`src/rtl/data_mem_arb_pkg.sv`:
```
// Shared defaults and requester identifiers for the data-memory arbiter.
package data_mem_arb_pkg;

    localparam int AW_DEFAULT = 6;
    localparam int DW_DEFAULT = 32;

    typedef enum logic {
        REQ0 = 1'b0,
        REQ1 = 1'b1
    } req_id_t;

    function automatic req_id_t other_req(input req_id_t id);
        return (id == REQ0) ? REQ1 : REQ0;
    endfunction

endpackage

```
`src/rtl/data_mem_arbiter_rr_arb2.sv`:
```
// Two-way round-robin selector: grants the sole eligible requester, or the one
// that did not win last time when both are eligible.
module rr_arb2
    import data_mem_arb_pkg::*;
(
    input  logic [1:0] req_i,
    input  req_id_t    last_grant_i,
    input  logic [1:0] block_i,
    output logic [1:0] gnt_o
);

    logic [1:0] eligible;

    always_comb begin
        gnt_o    = 2'b00;
        eligible = req_i & ~block_i;
        case (eligible)
            2'b01:   gnt_o = 2'b01;
            2'b10:   gnt_o = 2'b10;
            2'b11:   gnt_o = (other_req(last_grant_i) == REQ0) ? 2'b01 : 2'b10;
            default: gnt_o = 2'b00;
        endcase
    end

endmodule

```
`src/rtl/data_mem_arbiter.sv`:
```
// Arbitrates two requesters onto one single-port data memory with registered read data.
// Define DATA_MEM_ARB_LOCK_EN to add lock_0/lock_1 ports for exclusive ownership.
module data_mem_arbiter
    import data_mem_arb_pkg::*;
#(
    parameter int AW = AW_DEFAULT,
    parameter int DW = DW_DEFAULT
) (
    input  logic          CLK,
    input  logic          reset,
`ifdef DATA_MEM_ARB_LOCK_EN
    input  logic          lock_0,
    input  logic          lock_1,
`endif
    input  logic          req_0,
    input  logic          req_1,
    input  logic          we_0,
    input  logic          we_1,
    input  logic [AW-1:0] addr_0,
    input  logic [AW-1:0] addr_1,
    input  logic [DW-1:0] wdata_0,
    input  logic [DW-1:0] wdata_1,
    output logic          gnt_0,
    output logic          gnt_1,
    output logic          rvalid_0,
    output logic          rvalid_1,
    output logic [DW-1:0] rdata_0,
    output logic [DW-1:0] rdata_1,
    output logic [AW-1:0] mem_addr,
    output logic          mem_MW,
    output logic [DW-1:0] mem_data_in,
    input  logic [DW-1:0] mem_out
);

    req_id_t       last_grant_q, last_grant_d;
    logic [1:0]    req_vec;
    logic [1:0]    block_vec;
    logic [1:0]    gnt_vec;
    logic          any_gnt;
    req_id_t       winner;
    logic [1:0]    rvalid_q;
    logic [DW-1:0] rdata_0_q, rdata_1_q;

    // Masking requests with reset keeps grants and memory writes off while in reset.
    assign req_vec = {req_1, req_0} & {2{reset}};

`ifdef DATA_MEM_ARB_LOCK_EN
    logic       owner_vld_q, owner_vld_d;
    req_id_t    owner_q, owner_d;
    logic [1:0] lock_vec;
    logic       owner_holds;

    assign lock_vec    = {lock_1, lock_0};
    assign owner_holds = owner_vld_q & lock_vec[owner_q];
    assign block_vec   = owner_holds ? ((owner_q == REQ0) ? 2'b10 : 2'b01) : 2'b00;

    always_comb begin
        owner_vld_d = owner_vld_q;
        owner_d     = owner_q;
        if (owner_vld_q && !lock_vec[owner_q]) begin
            owner_vld_d = 1'b0;
        end
        if (any_gnt && lock_vec[winner]) begin
            owner_vld_d = 1'b1;
            owner_d     = winner;
        end
    end

    always_ff @(posedge CLK or negedge reset) begin
        if (!reset) begin
            owner_vld_q <= 1'b0;
            owner_q     <= REQ0;
        end else begin
            owner_vld_q <= owner_vld_d;
            owner_q     <= owner_d;
        end
    end
`else
    assign block_vec = 2'b00;
`endif

    rr_arb2 u_rr_arb2 (
        .req_i        (req_vec),
        .last_grant_i (last_grant_q),
        .block_i      (block_vec),
        .gnt_o        (gnt_vec)
    );

    assign gnt_0   = gnt_vec[0];
    assign gnt_1   = gnt_vec[1];
    assign any_gnt = |gnt_vec;
    assign winner  = gnt_vec[1] ? REQ1 : REQ0;

    always_comb begin
        mem_addr    = '0;
        mem_MW      = 1'b0;
        mem_data_in = '0;
        if (gnt_vec[0]) begin
            mem_addr    = addr_0;
            mem_MW      = we_0;
            mem_data_in = wdata_0;
        end else if (gnt_vec[1]) begin
            mem_addr    = addr_1;
            mem_MW      = we_1;
            mem_data_in = wdata_1;
        end
    end

    assign last_grant_d = any_gnt ? winner : last_grant_q;

    always_ff @(posedge CLK or negedge reset) begin
        if (!reset) begin
            last_grant_q <= REQ1;
            rvalid_q     <= 2'b00;
            rdata_0_q    <= '0;
            rdata_1_q    <= '0;
        end else begin
            last_grant_q <= last_grant_d;
            rvalid_q     <= {gnt_vec[1] & ~we_1, gnt_vec[0] & ~we_0};
            if (gnt_vec[0] && !we_0) begin
                rdata_0_q <= mem_out;
            end
            if (gnt_vec[1] && !we_1) begin
                rdata_1_q <= mem_out;
            end
        end
    end

    assign rvalid_0 = rvalid_q[0];
    assign rvalid_1 = rvalid_q[1];
    assign rdata_0  = rdata_0_q;
    assign rdata_1  = rdata_1_q;

endmodule

```
`config.mk`:
```
export PLATFORM = sky130hd
export DESIGN_NAME = data_mem_arbiter
export DESIGN_NICKNAME = d
export VERILOG_FILES = /design/src/rtl/data_mem_arb_pkg.sv /design/src/rtl/data_mem_arbiter_rr_arb2.sv /design/src/rtl/data_mem_arbiter.sv
export SDC_FILE = /design/constraint.sdc
export NUM_CORES = 1
export LEC_CHECK = 0
export CORE_UTILIZATION = 38
export CTS_CLUSTER_DIAMETER = 60
export DETAILED_ROUTE_END_ITERATION = 10
export GPL_ROUTABILITY_DRIVEN = 0
export PLACE_DENSITY = 0.95
export SLEW_MARGIN = 20
export SYNTH_ARGS = -nofsm -noshare
export SYNTH_HDL_FRONTEND = slang
export SYNTH_HIERARCHICAL = 1
export SYNTH_SLANG_ARGS = --single-unit
```
`constraint.sdc`:
```
create_clock -name CLK -period 4.2 [get_ports CLK]
set_input_delay 1.26 -clock CLK [delete_from_list [all_inputs] [get_ports CLK]]
set_output_delay 1.26 -clock CLK [all_outputs]
set_load 0.01 [all_outputs]
```
==> flow_metrics.py <==
metrics = {
    "sta": {
        "setup_viol": 0,
        "period_needed_ns": 4.18,
        "hold_viol": 0,
        "drv_slew": 0,
        "hold_slack_ns": 0.504,
        "worst_pin_slew_ns": 0.813,
        "skew_ns": 0.00463,
        "maxSlewHeadroom_pct": 45.8,
        "fin_ws_ns": 0.0155,
        "fin_crit_sh_pct": 99.6,
        "fmax_ghz": 0.239,
    },
    "clock_tree": {
        "cts_htree_levels": 3,
        "clk_path_buf_depth": 2,
        "clock-sinks": 67,
        "cts_buffers": 9,
        "hold_buffers": 0,
        "cts-root-buf": "clkbuf_8",
        "clkLatencyLatePin_ns": 0.33,
        "clk_pin_slew_worst_paths_ns": 0.06,
        "cts_tree": "yes",
    },
    "floorplanning": {
        "die_area_um2": 8460,
        "fp.dieH_um": 92.0,
        "rows": 32,
        "die_w_um": 92.0,
        "initial_core_util_pct": 39.6,
        "core-area_um2": 7770,
        "ios": 221,
    },
    "synth": {
        "synth_cell_types": 19,
        "syn_area_um2": 3080,
        "async_flop_share_pct": 100,
        "synth_top_cell_area_share_pct": 53.7,
        "synth_cells": 204,
        "yosys_most_used_dff": "dfrtp_1",
        "avgSynthCellArea_um2": 15.1,
        "seq_area_frac_synth_pct": 54.5,
        "synth_edf_count": 0,
        "ys_warn_count": 6,
        "synthTopCellsByArea": "dfrtp_1, mux2_4, mux2_2, a22o_1, buf_6",
        "ys_seq_elements": 67,
        "synth.most_common_cell": "dfrtp_1",
        "synth_common_cells": "dfrtp_1, a22o_1, mux2_2",
        "yosysTopAreaCell": "dfrtp_1",
    },
    "global_route": {
        "antenna_found_initial": 0,
        "use_met2_pct": 44.7,
        "grtUsageTotal_pct": 24.5,
        "grt_max_degree": 68,
        "grt_pass1_vias": 2934,
        "grt_pass1_wl_mm": 15.6,
        "grt_overflow": 0,
        "busiest_layer": "met2",
        "use_met1_pct": 25.5,
        "groute.layer.met3.usage_pct": 8.29,
    },
    "outcome": {
        "outcome": "complete, no violations",
    },
    "setup_path": {
        "rr_worst_depth": 5,
        "crit_chain": "clkdlybuf4s50_1 > and2_4 > nand2b_4 > o21a_4 > buf_6 > o21ai_0 > dlygate4sd2_1",
        "worst-path-buf-inv": 3,
        "cpPeakStageDelay_ns": 0.48,
        "crit_arrival_ns": 2.92,
        "r2r_slack_ns": 2.10,
        "crit_family": "buffers and inverters",
        "cp_max_fo": 19,
        "rr_endpoint": "rdata_0[3]$_DFFE_PN0P_",
        "crit_required_ns": 2.94,
        "slowest_stage": "clkdlybuf4s50_1",
        "critical_path_class": "in2out",
        "cp-start-kind": "input port",
        "end_kind": "primary output",
        "reg2reg_from": "last_grant_q$_DFFE_PN1P_",
    },
    "pwr": {
        "switchingPower_mw": 0.554,
        "p_int_mw": 1.58,
        "pwr-share-comb_pct": 35.7,
        "sequentialPowerShare_pct": 40.9,
        "power_frac_clock_pct": 23.4,
        "p_leak_nw": 2.46,
        "power_density_nw_per_um2": 387,
        "power.total_mw": 2.14,
        "ir_drop_v": 0.000177,
        "switching_share_pct": 26.0,
    },
    "routing": {
        "drtAntennaViolNets": 0,
        "wirelength_mm": 10.1,
        "wl_per_cell_um": 18.7,
        "drt_iter0_markers": 60,
        "drc_errors": 0,
        "drt-pass1-iter-count": 4,
        "viasPerCell": 4.94,
        "vias": 2657,
    },
    "layout": {
        "num_antenna_cells": 0,
        "layout.nets": 547,
        "fin_cells": 538,
        "drive_gt1_share_pct": 30.3,
        "final_core_util_pct": 71.0,
        "areaGrowthSynthToFinish_pct": 79.1,
    },
    "min_path": {
        "hold_path_class": "reg2reg",
        "min_to": "rdata_1[14]$_DFFE_PN0P_",
        "min_from": "rdata_1[14]$_DFFE_PN0P_",
        "hold_depth": 1,
    },
    "job": {
        "maxCapViolCount": 0,
    },
    "placement": {
        "portBuffers": 220,
        "place_hpwl_mm": 7.64,
        "pre_cts_slack_ns": -0.429,
        "dp.cells": 519,
    },
}
==> timing repair <==
item | 4_1_cts | 5_1_grt
setup buffers | 3 | 0
pin swaps | 2 | 3
endpoints found under the hold margin | 0 | 0
resized for setup | 93 | 44
setup endpoints to repair | 40 | 38
cloned | 2 | 0
==> logic make-up (layout without fill, tap and decap cells) <==
| logic type | after synthesis | count (layout) | share of synthesized area [%] |
|---|---|---|---|
| buffers and inverters | 19 | 250 | 4.47 |
| flip-flops | 67 | 67 | 54.5 |
| other | 1 | 2 | 0.122 |
| multiplexers | 64 | 64 | 27.0 |
| AND/OR/NAND/NOR | 11 | 11 | 2.40 |
| AO/OA/AOI/OAI | 42 | 42 | 11.5 |
==> routing by layer <==
| layer | wire [um] | share of wire (%) |
|---|---|---|
| met4 | 320 | 3.2 |
| met5 | 0 | 0 |
| met3 | 797 | 7.9 |
| met1 | 3540 | 35 |
| met2 | 5420 | 54 |
==> final cells by class <==
type                       count  area (um2)
sequential                    67        1680
tap                          102         128
clock inverter                 3        40.0
fill                         554        2260
clock buffer                  11         141
timing repair buffer         234        2220
multi-input combinational    119        1290
inverter                       2        7.51
==> power by group through the flow <==
| stage | sequential [mW] | clock, mW | combinational (mW) |
|---|---|---|---|
| 2_1_floorplan | 0.939 | 0 | 0.214 |
| 3_3_place_gp | 0.871 | 0 | 0.752 |
| 3_5_place_dp | 0.883 | 0 | 0.772 |
| 4_1_cts | 0.874 | 0.514 | 0.775 |
| 5_1_grt | 0.891 | 0.543 | 0.805 |
| 6_report | 0.874 | 0.500 | 0.762 |
==> per-stage QoR <==
step           setup TNS, ns  cell area [um2]
6_report                   0             5510
4_1_cts              -0.0220             5630
3_3_place_gp          -11.91             5370
3_5_place_dp          -12.47             5370
5_1_grt              -0.0206             5510
2_1_floorplan              0             3080
==> worst register-to-register path, delay by kind of cell, from the launching register on <==
family	cells	cell delay, ns
DFF	1	0.57
buffers and inverters	2	0.46
AOI/OAI and AO/OA	1	0.17
muxes	1	0.34
and+or+nand+nor	1	0.45
==> sequential cells by signal, summed over array words and instances, names as in the netlist <==
signal,flops
last_grant_q,1
rdata_0,32
rdata_1,32
rvalid_q,2
==> layout by cell type (no fill, tap or decap), drive strengths merged <==
cell and instances:
buf 25, mux2 64, conb 2, nand2b 2
dfstp 1, a22o 37, o21a 1, nor2b 3
and2 2, clkdlybuf4s15 5, inv 2, a21o 1
dlymetal6s2s 1, clkdlybuf4s50 179, dlygate4sd2 2, bufinv 1
clkbuf 33, a21oi 1, o21ai 2, nand2 4
dfrtp 66, clkinv 2
==> worst max path at each step <==
| stage | start | cells past startpoint | slack, ns | end |
|---|---|---|---|---|
| 6_report | req_1 | 7 | 0.02 | mem_data_in[25] |
| 5_1_grt | req_1 | 7 | -0.02 | mem_data_in[25] |
| 4_1_cts | req_1 | 9 | -0.01 | mem_data_in[29] |
| 3_5_place_dp | req_1 | 8 | -0.43 | mem_data_in[29] |
| 3_3_place_gp | req_0 | 8 | -0.41 | mem_data_in[29] |
| 2_1_floorplan | req_0 | 7 | 0.31 | mem_addr[0] |
No activity file was read; power rests on OpenSTA's default activity.
